--- config.mk ---
export PLATFORM = sky130hd
export DESIGN_NAME = fifo_replay_ctrl
export DESIGN_NICKNAME = d
export VERILOG_FILES = /design/src/rtl/fifo_replay_ctrl.sv
export SDC_FILE = /design/constraint.sdc
export NUM_CORES = 1
export LEC_CHECK = 0
export ABC_AREA = 1
export BUFFER_PORTS_ARGS = -buffer_cell sky130_fd_sc_hd__buf_4
export CORE_ASPECT_RATIO = 1.25
export CORE_UTILIZATION = 49
export CTS_CLUSTER_SIZE = 28
export DETAILED_ROUTE_END_ITERATION = 7
export PLACE_DENSITY = 0.75
export SYNTH_ARGS = -nofsm -noshare
export SYNTH_HDL_FRONTEND = slang
export SYNTH_SLANG_ARGS = --single-unit
export TNS_END_PERCENT = 5
--- constraint.sdc ---
create_clock -name clk -period 1.6 [get_ports clk]
set_clock_uncertainty 0.2 [all_clocks]
set_input_delay 0.16 -clock clk [delete_from_list [all_inputs] [get_ports clk]]
set_output_delay 0.16 -clock clk [all_outputs]
set_load 0.03 [all_outputs]
--- src/rtl/fifo_replay_ctrl.sv ---
// Load-then-replay sequencer for one FIFO pointer pair: loads N words, replays them `passes` times.
// Optional macro FRC_BACKPRESSURE_EN lets out_ready gate pops in REPLAY.
module fifo_replay_ctrl #(
  parameter int unsigned CNT_W = 4
) (
  input  logic             clk,
  input  logic             rst,
  input  logic             start,
  input  logic [CNT_W-1:0] n,
  input  logic [CNT_W-1:0] passes,
  input  logic             in_valid,
  output logic             in_ready,
  input  logic             out_ready,
  input  logic             fifo_ready,
  output logic             fifo_push,
  output logic             fifo_pop,
  output logic             fifo_clr,
  output logic             fifo_rst_n,
  output logic             out_valid,
  output logic             out_last,
  output logic             busy,
  output logic             done
);

  typedef enum logic [2:0] {IDLE, LOAD, REPLAY, REWIND, DONE} state_t;

  state_t           state_q, state_d;
  logic [CNT_W-1:0] n_q, passes_q, pop_cnt, pass_cnt;
  logic             pop_en, last_pop;

`ifdef FRC_BACKPRESSURE_EN
  assign pop_en = out_ready;
`else
  logic unused_out_ready;
  assign unused_out_ready = out_ready;
  assign pop_en = 1'b1;
`endif

  assign last_pop = (state_q == REPLAY) && pop_en && (pop_cnt == n_q - CNT_W'(1));

  always_ff @(posedge clk) begin
    if (rst) begin
      state_q  <= IDLE;
      n_q      <= '0;
      passes_q <= '0;
      pop_cnt  <= '0;
      pass_cnt <= '0;
    end else begin
      state_q <= state_d;
      case (state_q)
        IDLE: begin
          if (start && (n != '0)) begin
            n_q      <= n;
            // a pass count of zero still replays the frame once
            passes_q <= (passes == '0) ? CNT_W'(1) : passes;
            pop_cnt  <= '0;
            pass_cnt <= '0;
          end
        end
        REPLAY: begin
          if (pop_en) pop_cnt <= pop_cnt + CNT_W'(1);
        end
        REWIND: begin
          pop_cnt  <= '0;
          pass_cnt <= pass_cnt + CNT_W'(1);
        end
        default: ;
      endcase
    end
  end

  always_comb begin
    state_d    = state_q;
    in_ready   = 1'b0;
    fifo_push  = 1'b0;
    fifo_pop   = 1'b0;
    fifo_clr   = 1'b0;
    fifo_rst_n = 1'b1;
    out_valid  = 1'b0;
    out_last   = 1'b0;
    busy       = 1'b0;
    done       = 1'b0;
    if (rst) begin
      fifo_rst_n = 1'b0;
    end else begin
      case (state_q)
        IDLE: begin
          if (start) state_d = (n != '0) ? LOAD : DONE;
        end
        LOAD: begin
          busy      = 1'b1;
          in_ready  = !fifo_ready;
          fifo_push = in_valid && !fifo_ready;
          if (fifo_ready) state_d = REPLAY;
        end
        REPLAY: begin
          busy      = 1'b1;
          fifo_pop  = pop_en;
          out_valid = pop_en;
          out_last  = last_pop;
          if (last_pop) state_d = (pass_cnt == passes_q - CNT_W'(1)) ? DONE : REWIND;
        end
        REWIND: begin
          busy     = 1'b1;
          fifo_clr = 1'b1;
          state_d  = REPLAY;
        end
        DONE: begin
          busy       = 1'b1;
          done       = 1'b1;
          fifo_rst_n = 1'b0;
          state_d    = IDLE;
        end
        default: state_d = IDLE;
      endcase
    end
  end

endmodule
==> results of run 1 <==
## worst min-delay path: cells and delay by family
family	cells	cell delay, ns
AND/OR/NAND/NOR	2	0.12
AO/OA/AOI/OAI	1	0.07
buffers and inverters	1	0.08
## layout by cell type, fill, tap and decap left out, types with 2 or more instances in the layout
| cell type | synthesis | final |
|---|---|---|
| nand2_1 | 40 | 39 |
| buf_4 | 1 | 29 |
| inv_1 | 23 | 18 |
| nor2_1 | 22 | 17 |
| dfxtp_1 | 19 | 13 |
| a21oi_1 | 12 | 12 |
| nand3_1 | 11 | 10 |
| o21ai_0 | 13 | 10 |
| dlygate4sd3_1 | 0 | 9 |
| inv_2 | 2 | 6 |
| buf_6 | 1 | 5 |
| nor2_2 | 0 | 4 |
| o21ai_1 | 1 | 4 |
| a21oi_2 | 4 | 3 |
| ha_1 | 4 | 3 |
| clkbuf_4 | 0 | 3 |
| dfxtp_2 | 0 | 3 |
| dfxtp_4 | 0 | 3 |
| inv_6 | 1 | 2 |
| nand2_4 | 2 | 2 |
| nor2_4 | 1 | 2 |
| nor3_4 | 1 | 2 |
| nand2_2 | 1 | 2 |
| nand4_1 | 2 | 2 |
## power breakdown
part           internal (µW)  switching (µW)  leakage, µW
combinational            545             788     0.000610
clock                   97.0             143    0.0000150
sequential               590             108     0.000159
## timing repair
item | 4_1_cts | 5_1_grt
endpoints found under the hold margin | 11 | 1
gates resized for setup | 20 | 15
buffers inserted | 2 | 1
endpoints found under the setup margin | 11 | 15
pin swaps | 5 | 8
gates cloned | 0 | 0
## cells by family after synthesis
family,synth area share
buffers and inverters,0.1153
and+or+nand+nor,0.3448
AOI/OAI and AO/OA,0.1610
DFF,0.3157
adders and majority gates,0.04154
xor gates and xnor gates,0.02181
## per-stage QoR
stage	power, µW	worst slack (ns)	hold slack (ns)	cell area [µm²]	utilization
2_1_floorplan	1504	-0.09233	0.09491	1229	-
3_3_place_gp	1751	-0.1288	0.1940	1470	0.6510
3_5_place_dp	1799	-0.1724	0.2037	1470	0.6510
4_1_cts	2171	-0.3479	-0.02587	1660	0.7352
5_1_grt	2459	-0.3976	-0.005723	1705	0.7551
6_report	2270	-0.3245	-0.02390	1705	0.7551
## metal layers
| metal | share of wire | GRT usage | wire length (µm) |
|---|---|---|---|
| met4 | 0.015 | 0.09244 | 46 |
| met2 | 0.55 | 0.4762 | 1651 |
| met3 | 0.029 | 0.03797 | 87 |
| met1 | 0.40 | 0.2829 | 1191 |
| met5 | 0 | 0 | 0 |
## registers in the layout (all words and copies together) (netlist names)
signal	flops
pop_cnt	4
passes_q	4
state_q	3
n_q	4
pass_cnt	4
## final cells by class
| cell class | count | share of cell area |
|---|---|---|
| clock buffer | 4 | 0.01541 |
| inverter | 27 | 0.06676 |
| multi-input combinational | 127 | 0.4497 |
| sequential | 19 | 0.2318 |
| tap | 31 | 0.02274 |
| timing repair buffer | 43 | 0.2135 |
## worst max-delay path by stage
stage | end | slack [ns] | cells after the start
6_report | out_last | -0.32 | 7
3_3_place_gp | state_q[1] | -0.13 | 9
2_1_floorplan | busy | -0.09 | 3
3_5_place_dp | state_q[1] | -0.17 | 9
5_1_grt | out_last | -0.40 | 7
4_1_cts | out_last | -0.35 | 7
==> summary.md, run 1 <==
| Metric | Value |
|---|---|
| Post-synth top cells | `nand2_1, inv_1, nor2_1, dfxtp_1, o21ai_0` |
| Setup TNS | `-1.264 ns` |
| RR Endpoint | `state_q[1]` |
| Area Growth Syn to Fin | `41.54%` |
| Layout cells sized above 1 | `0.3455` |
| Wire length per cell | `11.86 µm` |
| Buf/Inv on CP | `2` |
| Count leader, synth | `nand2_1` |
| Area leader, netlist | `dfxtp_1` |
| # H-tree levels | `1` |
| Pwr/cell area | `1331 nW/µm²` |
| Startpoint types | `flip-flop` |
| Ports | `23` |
| Share of flip-flops with an asynchronous set or reset | `0` |
| Finished Layout Cells | `251` |
| Critical path endpoint category | `primary output` |
| Initial antenna violation count | `0` |
| CP peak stage delay | `0.36 ns` |
| Vias in the first global route | `1302` |
| CP Cell Sequence | `inv_2, ha_4, xnor2_2, nor2_2, nand3_4, nor3_4, buf_6` |
| Antenna Cells | `0` |
| Synthesized net count | `196` |
| Multi-input gate area in the final layout | `767.0 µm²` |
| DPL Wire Length | `2.073 mm` |
| Die Wd | `46.36 µm` |
| R2R Path Start | `n_q[0]` |
| Max Fclk | `519.6 MHz` |
| P_leak | `0.0007836 µW` |
| Core area | `2258 µm²` |
| TritonCTS clock tree | `done` |
| Clk pin slew, worst setup/hold paths | `0.10 ns` |
| Clk sinks | `19` |
| Cts hold-fix bufs | `9` |
| Flops & latches, synth | `19` |
| Nets | `239` |
| Slowest stage cell, crit path | `dfxtp_2` |
| Yosys Warn Count | `0` |
| DRC viols | `0` |
| Synth unique cells | `31` |
| Post-detailed-route via-to-cell ratio | `5.092` |
| Worst EP required | `1.24 ns` |
| Main synth FF type | `dfxtp_1` |
| Hold Path Sink | `state_q[0]` |
| Final min period | `1.924 ns` |
| Violated checks | `hold timing, setup timing` |
| Count of final setup violators | `8` |
| Least-Margin Pin Slew | `0.3497 ns` |
| Fill cells | `180` |
| Rows | `19` |
| Worst skew pair latency | `0.29 ns` |
| Area share of the largest cell type after synthesis | `0.3157` |
| Starting Density | `0.5335` |
| 1st-pass router iterations | `4` |
| Min-delay src | `fifo_ready` |
| Final hold vios | `1` |
| Die area | `2663 µm²` |
| Critical path type | `flip-flop to primary output` |
| First-pass GRT wire length | `5.161 mm` |
| Arrival time worst endpoint | `1.56 ns` |
| Avg Inst Size Synth | `6.769 µm²` |
| Worst reg2reg path depth | `11` |
| Post-synth EDFFs | `0` |
| DR iter-0 viols | `25` |
| Via count | `1278` |
| GPL Wtd Cong | `0.8001` |
| Synthesized area | `1205 µm²` |
| Min-delay worst type | `input pin to flip-flop` |
| Placed cells | `235` |
| Total global-route track usage | `0.2593` |
| Max_cap viols | `0` |
| Final hold slack | `-0.02390 ns` |
| Proportion of synthesized chip area in sequential cells | `0.3157` |
| Setup WS post-layout | `-0.3245 ns` |
| Max Buffers Root-to-Sink | `2` |
| Crit path from | `n_q[0]` |
| Post-Route WL | `2.976 mm` |
| Relative slew slack | `0.7666` |
| Final antenna-violating net count | `0` |
| Hold Path Depth | `4` |
| Die Height | `57.44 µm` |
| Register Area | `395.4 µm²` |
| Largest net degree at the start of global routing | `17` |
| Fin. max-slew vios | `0` |
| Reg2reg setup slack | `-0.31 ns` |
| Syn Inst Count | `178` |
| I/O Buffers | `21` |
| RSZ-0062 raised after global routing | `true` |
| CTS buffer count | `3` |
| Status | `finished, violations left` |
| CP delay by family, top | `flip-flops` |
| Top post-synthesis cells by area | `dfxtp_1, nand2_1, inv_1` |
| Crit path max fanout | `2` |
| Crit share post-route | `1.203` |
| VDD IR max | `0.0008429 V` |
| CTS root buffer | `clkbuf_4` |
| Global route overflow | `0` |
(Power assumes the default switching activity.)
==> inputs of run 2 (changes only) <==
Settings changed: CELL_PAD_IN_SITES_DETAIL_PLACEMENT from default to 0, CELL_PAD_IN_SITES_GLOBAL_PLACEMENT from default to 1, CORE_UTILIZATION 49 to 34, GPL_ROUTABILITY_DRIVEN from default to 0, PLACE_DENSITY 0.75 to default, PLACE_DENSITY_LB_ADDON from default to 0.1.
==> summary.md, run 2 (synthesized netlist as in run 1, its figures left out) <==
| Metric | Value |
|---|---|
| Status | `finished, violations left` |
| Violated checks | `hold timing, setup timing` |
| Global route overflow | `0 (unchanged)` |
| Fin. max-slew vios | `0 (unchanged)` |
| Die Wd | `55.25 µm (+19%)` |
| CP Cell Sequence | `inv_2, ha_4, xnor2_1, nor2_1, nand3_2, nor3_4, buf_6` |
| Min-delay worst type | `input pin to flip-flop` |
| Crit share post-route | `1.165 (-0.03812)` |
| Clk pin slew, worst setup/hold paths | `0.07 ns (-0.03 ns)` |
| Largest net degree at the start of global routing | `17 (unchanged)` |
| Hold Path Depth | `3 (-1)` |
| Arrival time worst endpoint | `1.50 ns (-0.06 ns)` |
| CP peak stage delay | `0.34 ns (-0.02 ns)` |
| Max_cap viols | `0 (unchanged)` |
| CTS buffer count | `3 (unchanged)` |
| Antenna Cells | `0 (unchanged)` |
| Sequential Power Share | `0.300 (-0.007)` |
| RR Endpoint | `state_q[1]` |
| Crit path max fanout | `2 (unchanged)` |
| Via count | `1194 (-6.6%)` |
| Startpoint types | `flip-flop` |
| R2R Path Start | `n_q[1]` |
| Nets | `233 (-2.5%)` |
| P_leak | `0.0007628 µW (-2.7%)` |
| Cell area after layout | `1654 µm² (-3.0%)` |
| Worst reg2reg path depth | `10 (-1)` |
| Relative slew slack | `0.7645 (-0.002186)` |
| Post-DP Area | `1485 µm² (+1.0%)` |
| Worst EP required | `1.24 ns (about the same)` |
| TritonCTS clock tree | `done` |
| Least-Margin Pin Slew | `0.3529 ns (+0.003276 ns)` |
| Wire length per cell | `11.46 µm (-3.3%)` |
| Combinational share of power | `0.550 (-0.037)` |
| Net Switching | `995.3 µW (-4.2%)` |
| Clock share of power | `0.150 (+0.044)` |
| VDD IR max | `0.0007078 V (-16%)` |
| DRC viols | `0 (unchanged)` |
| DR iter-0 viols | `57 (+130%)` |
| Commonest non-fill, non-tap cell in the layout | `nand2_1` |
| Total global-route track usage | `0.1683 (-0.09102)` |
| DPL Wire Length | `2.150 mm (+3.7%)` |
| Post-detailed-route via-to-cell ratio | `4.757 (-6.6%)` |
| 1st-pass router iterations | `4 (unchanged)` |
| Hold Path Sink | `n_q[0]` |
| Pwr/cell area | `1380 nW/µm² (+3.6%)` |
| P_int | `1287 µW (+4.5%)` |
| Sw Ratio | `0.4361 (-0.02143)` |
| Slowest stage cell, crit path | `dfxtp_2` |
| Reg2reg setup slack | `-0.17 ns (+0.14 ns)` |
| Worst skew pair latency | `0.26 ns (-0.03 ns)` |
| CTS root buffer | `clkbuf_8` |
| Critical path endpoint category | `primary output` |
| Ports | `23 (unchanged)` |
| Vias in the first global route | `1152 (-12%)` |
| Final antenna-violating net count | `0 (unchanged)` |
| Starting Density | `0.3673 (-0.1662)` |
| Total power | `2283 µW (+0.53%)` |
| Rows | `23 (+4)` |
| Count of final setup violators | `4 (-4)` |
| Clk sinks | `19 (unchanged)` |
| Setup WS post-layout | `-0.2635 ns (+0.06099 ns)` |
| I/O Buffers | `21 (unchanged)` |
| Max Buffers Root-to-Sink | `2 (unchanged)` |
| Die area | `3787 µm² (+42%)` |
| Core area | `3281 µm² (+45%)` |
| Final hold vios | `2 (+1)` |
| Commonest cells after routing, fill and taps aside | `nand2_1, buf_4, nor2_1, inv_1` |
| Final hold slack | `-0.0006815 ns (+0.02321 ns)` |
| Max Fclk | `536.6 MHz (+3.3%)` |
| Initial antenna violation count | `0 (unchanged)` |
| RSZ-0062 raised after global routing | `true` |
| Final min period | `1.863 ns (-0.06099 ns)` |
| Area Growth Syn to Fin | `37.28%` |
| Post-Route WL | `2.877 mm (-3.3%)` |
| First-pass GRT wire length | `4.974 mm (-3.6%)` |
| Critical path type | `flip-flop to primary output` |
| Die Height | `68.56 µm (+19%)` |
| Layout cells sized above 1 | `0.3411 (-0.004333)` |
| Min-delay src | `n[0]` |
| # H-tree levels | `1 (unchanged)` |
## run 2: cell count changes in the layout (fill, tap and decap cells not counted), moves of 3 or more
cell,before,now
clkbuf_4,3,0
clkbuf_8,0,3
dlygate4sd3_1,9,3
nor2_1,17,20
nor2_2,4,1
o21ai_0,10,13
o21ai_1,4,1
## run 2: what timing repair did
action,in CTS,in global routing
setup buffers,2,0
resized for setup,17,7
hold endpoints to repair,3,0
hold buffers,3,0
cloned,0,0
setup endpoints to repair,11,11
pin swaps,6,8
## run 2: per-stage QoR
| stage | hold WS [ns] | setup TNS, ns | std cells | util | setup WS [ns] |
|---|---|---|---|---|---|
| finish | -0.0006815 | -0.6467 | 251 | 0.5042 | -0.2635 |
| global route | 0.01591 | -1.288 | 251 | 0.5042 | -0.3305 |
| CTS | 0.001674 | -0.7294 | 251 | 0.4962 | -0.3210 |
| floorplan | 0.09491 | -0.3824 | 178 | - | -0.09233 |
| global placement | 0.1954 | -0.4177 | 242 | 0.4527 | -0.1252 |
| detailed placement | 0.2012 | -0.5579 | 242 | 0.4527 | -0.1708 |
## run 2: power by group through the flow
stage                     Clock, µW  Combinational (µW)  Sequential, µW
after global placement            0                1120             674
after global routing            376                1410             701
after CTS                       356                1230             682
after detailed placement          0                1140             675
final                           343                1260             684
after floorplan                   0                 830             674
## run 2: worst max path at each step
stage / from / end / slack [ns] / depth (start not counted)
after detailed placement: n_q[0] / state_q[1] / -0.17 / 9
after floorplan: rst / busy / -0.09 / 3
after CTS: n_q[1] / out_last / -0.32 / 7
after global placement: n_q[0] / state_q[1] / -0.13 / 9
after global routing: n_q[1] / out_last / -0.33 / 7
final: n_q[1] / out_last / -0.26 / 7
## run 2: area by class of cell
| class | count | area, µm² |
|---|---|---|
| clock buffer | 4 | 45.04 |
| fill | 312 | 1627 |
| inverter | 27 | 111.4 |
| multi-input combinational | 127 | 762.0 |
| sequential | 19 | 392.9 |
| tap | 37 | 46.29 |
| timing repair buffer | 37 | 296.5 |
## run 2: worst max-delay path: cells and delay by family, from the launching register on
kind                     cells  cell delay (ns)
XOR/XNOR                     1             0.11
flip-flops                   1             0.34
buffers and inverters        2             0.20
adder cells (fa/ha/maj)      1             0.23
AND/OR/NAND/NOR              3             0.36
## run 2: metal layers
layer,GRT usage,part of all wire,up-vias
met5,0,0,-
met4,0.08125,0.013,0
met3,0.01866,0.018,4
met2,0.3117,0.51,14
met1,0.1963,0.46,529
li1,-,-,647
==> inputs of run 3 (changes only) <==
Settings changed: CORE_UTILIZATION 34 to 38, HOLD_SLACK_MARGIN from default to 0.12.
Clock period 1.6 ns to 1.9 ns, I/O delays scaled along.
==> summary.md, run 3 (synthesized netlist as in run 1, its figures left out) <==
| Metric | Value |
|---|---|
| Status | `finished, violations left` |
| Violated checks | `setup timing` |
| Min-delay src | `start` |
| Final hold vios | `0 (-2)` |
| Pwr/cell area | `1088 nW/µm² (-21%)` |
| Buf/Inv on CP | `2 (unchanged)` |
| Slowest stage cell, crit path | `dfxtp_2` |
| Final antenna-violating net count | `0 (unchanged)` |
| RSZ-0062 raised after global routing | `true` |
| Rows | `22 (-4.3%)` |
| First-pass GRT wire length | `4.809 mm (-3.3%)` |
| Final hold slack | `0.1419 ns (+0.1426 ns)` |
| Worst reg2reg path depth | `11 (+1)` |
| Fin util | `0.5379 (+0.03368)` |
| CP delay by family, top | `flip-flops` |
| Global route overflow | `0 (unchanged)` |
| Nets | `235 (+0.86%)` |
| CTS buffer count | `3 (unchanged)` |
| Reg2reg setup slack | `0.05 ns (+0.22 ns)` |
| Wire length per cell | `11.26 µm (-1.8%)` |
| CP Cell Sequence | `inv_2, ha_4, xnor2_1, nor2_1, nand3_2, nor3_2, buf_4` |
| Total global-route track usage | `0.1878 (+0.01951)` |
| Critical path type | `flip-flop to primary output` |
| Vias in the first global route | `1168 (+1.4%)` |
| Dpl ws | `0.1197 ns (+0.2905 ns)` |
| Max Fclk | `514.6 MHz` |
| Relative slew slack | `0.7755 (+0.01106)` |
| Layout cells sized above 1 | `0.2685 (-0.07260)` |
| # H-tree levels | `1 (unchanged)` |
| CTS root buffer | `clkbuf_4` |
| P_leak | `0.0007467 µW (-2.1%)` |
| Post-Route WL | `2.837 mm (-1.4%)` |
| Initial antenna violation count | `0 (unchanged)` |
| Antenna Cells | `0 (unchanged)` |
| Max Buffers Root-to-Sink | `2 (unchanged)` |
| Setup WS post-layout | `-0.04339 ns (+0.2201 ns)` |
| Least-Margin Pin Slew | `0.3363 ns (-0.01666 ns)` |
| Via count | `1219 (+2.1%)` |
| DPL Wire Length | `2.049 mm (-4.7%)` |
| RR Endpoint | `state_q[1]` |
| Worst EP required | `1.51 ns (+0.27 ns)` |
| Largest net degree at the start of global routing | `17 (unchanged)` |
| Fin. max-slew vios | `0 (unchanged)` |
| Critical path endpoint category | `primary output` |
| R2R Path Start | `n_q[1]` |
| Setup TNS | `-0.04339 ns (+0.6033 ns)` |
| Starting Density | `0.4053 (+0.03803)` |
| Ports | `23 (unchanged)` |
| Post-detailed-route via-to-cell ratio | `4.837 (+1.7%)` |
| Die area | `3401 µm² (-10%)` |
| I/O Buffers | `21 (unchanged)` |
| DRC viols | `0 (unchanged)` |
| Count of final setup violators | `1 (-3)` |
| Crit path max fanout | `2 (unchanged)` |
| Hold Path Sink | `state_q[1]` |
| Die Height | `64.96 µm (-5.3%)` |
| Area Growth Syn to Fin | `32.71%` |
| DR iter-0 viols | `22 (-61%)` |
| Arrival time worst endpoint | `1.55 ns (+0.05 ns)` |
| Crit path from | `n_q[1]` |
| Core area | `2973 µm² (-9.4%)` |
| Max_cap viols | `0 (unchanged)` |
| Hold Path Depth | `5 (+2)` |
| Fill cells | `300 (-3.8%)` |
| Commonest cells after routing, fill and taps aside | `nand2_1, buf_4, nor2_1, inv_1, dfxtp_1` |
| Startpoint types | `flip-flop` |
| Min-delay worst type | `input pin to flip-flop` |
| Crit share post-route | `1.023` |
| Clk sinks | `19 (unchanged)` |
| 1st-pass router iterations | `4 (unchanged)` |
| Final min period | `1.943 ns` |
| Clk pin slew, worst setup/hold paths | `0.11 ns (+0.04 ns)` |
| CP peak stage delay | `0.35 ns (about the same)` |
| TritonCTS clock tree | `done` |
| Worst skew pair latency | `0.30 ns (+0.04 ns)` |
| VDD IR max | `0.0005589 V (-21%)` |
| Die Wd | `52.37 µm (-5.2%)` |
| Commonest non-fill, non-tap cell in the layout | `nand2_1` |
[run 3: cell count changes in the layout (fill, tap and decap cells not counted), sizes merged]
cell / change
clkinv: +1
clkbuf: -1
dlygate4sd3: +7
buf: -5
[run 3: power breakdown]
group | leakage [µW] | total, µW | internal, µW | switching, µW
clock | 0.0000177 | 204 | 78.3 | 126
combinational | 0.000573 | 954 | 383 | 571
sequential | 0.000156 | 581 | 488 | 92.9
[run 3: layout make-up]
| type | instances | area [µm²] | area share |
|---|---|---|---|
| clock buffers | 3 | 22.52 | 0.01408 |
| clock inverters | 1 | 5.005 | 0.003130 |
| inverters | 27 | 108.9 | 0.06808 |
| multi-input cells | 127 | 715.7 | 0.4476 |
| flip-flops and latches | 19 | 384.1 | 0.2402 |
| well taps | 36 | 45.04 | 0.02817 |
| repair buffers | 39 | 317.8 | 0.1987 |
[run 3: how the worst max path moves through the flow]
| stage | endpoint | cells after the start |
|---|---|---|
| 6_report | out_last | 7 |
| 5_1_grt | out_last | 7 |
| 4_1_cts | out_last | 7 |
| 3_5_place_dp | out_last | 7 |
| 3_3_place_gp | state_q[1] | 9 |
| 2_1_floorplan | out_valid | 5 |
[run 3: metal layers]
| metal | up-vias | share of wire | track usage |
|---|---|---|---|
| met4 | 0 | 0.0099 | 0.05921 |
| met3 | 4 | 0.020 | 0.02347 |
| met5 | - | 0 | 0 |
| met1 | 555 | 0.45 | 0.2092 |
| li1 | 645 | - | - |
| met2 | 15 | 0.52 | 0.3528 |
[run 3: per-stage QoR]
step | instance area (µm²) | cells | total power (µW)
after floorplan | 1210 | 178 | 1252
after detailed placement | 1405 | 233 | 1442
after global placement | 1405 | 233 | 1427
final | 1599 | 252 | 1739
after global routing | 1599 | 252 | 1891
after CTS | 1575 | 250 | 1716
[run 3: worst min-delay path: cells and delay by family]
family	cells	cell delay, ns
buffers and inverters	2	0.16
AND/OR/NAND/NOR	3	0.25
[run 3: timing repair]
action | CTS | global route
buffers inserted | 3 | 2
hold buffers | 10 | 0
setup endpoints to repair | 1 | 4
resized for setup | 6 | 3
endpoints found under the hold margin | 15 | 0
pin swaps | 5 | 5
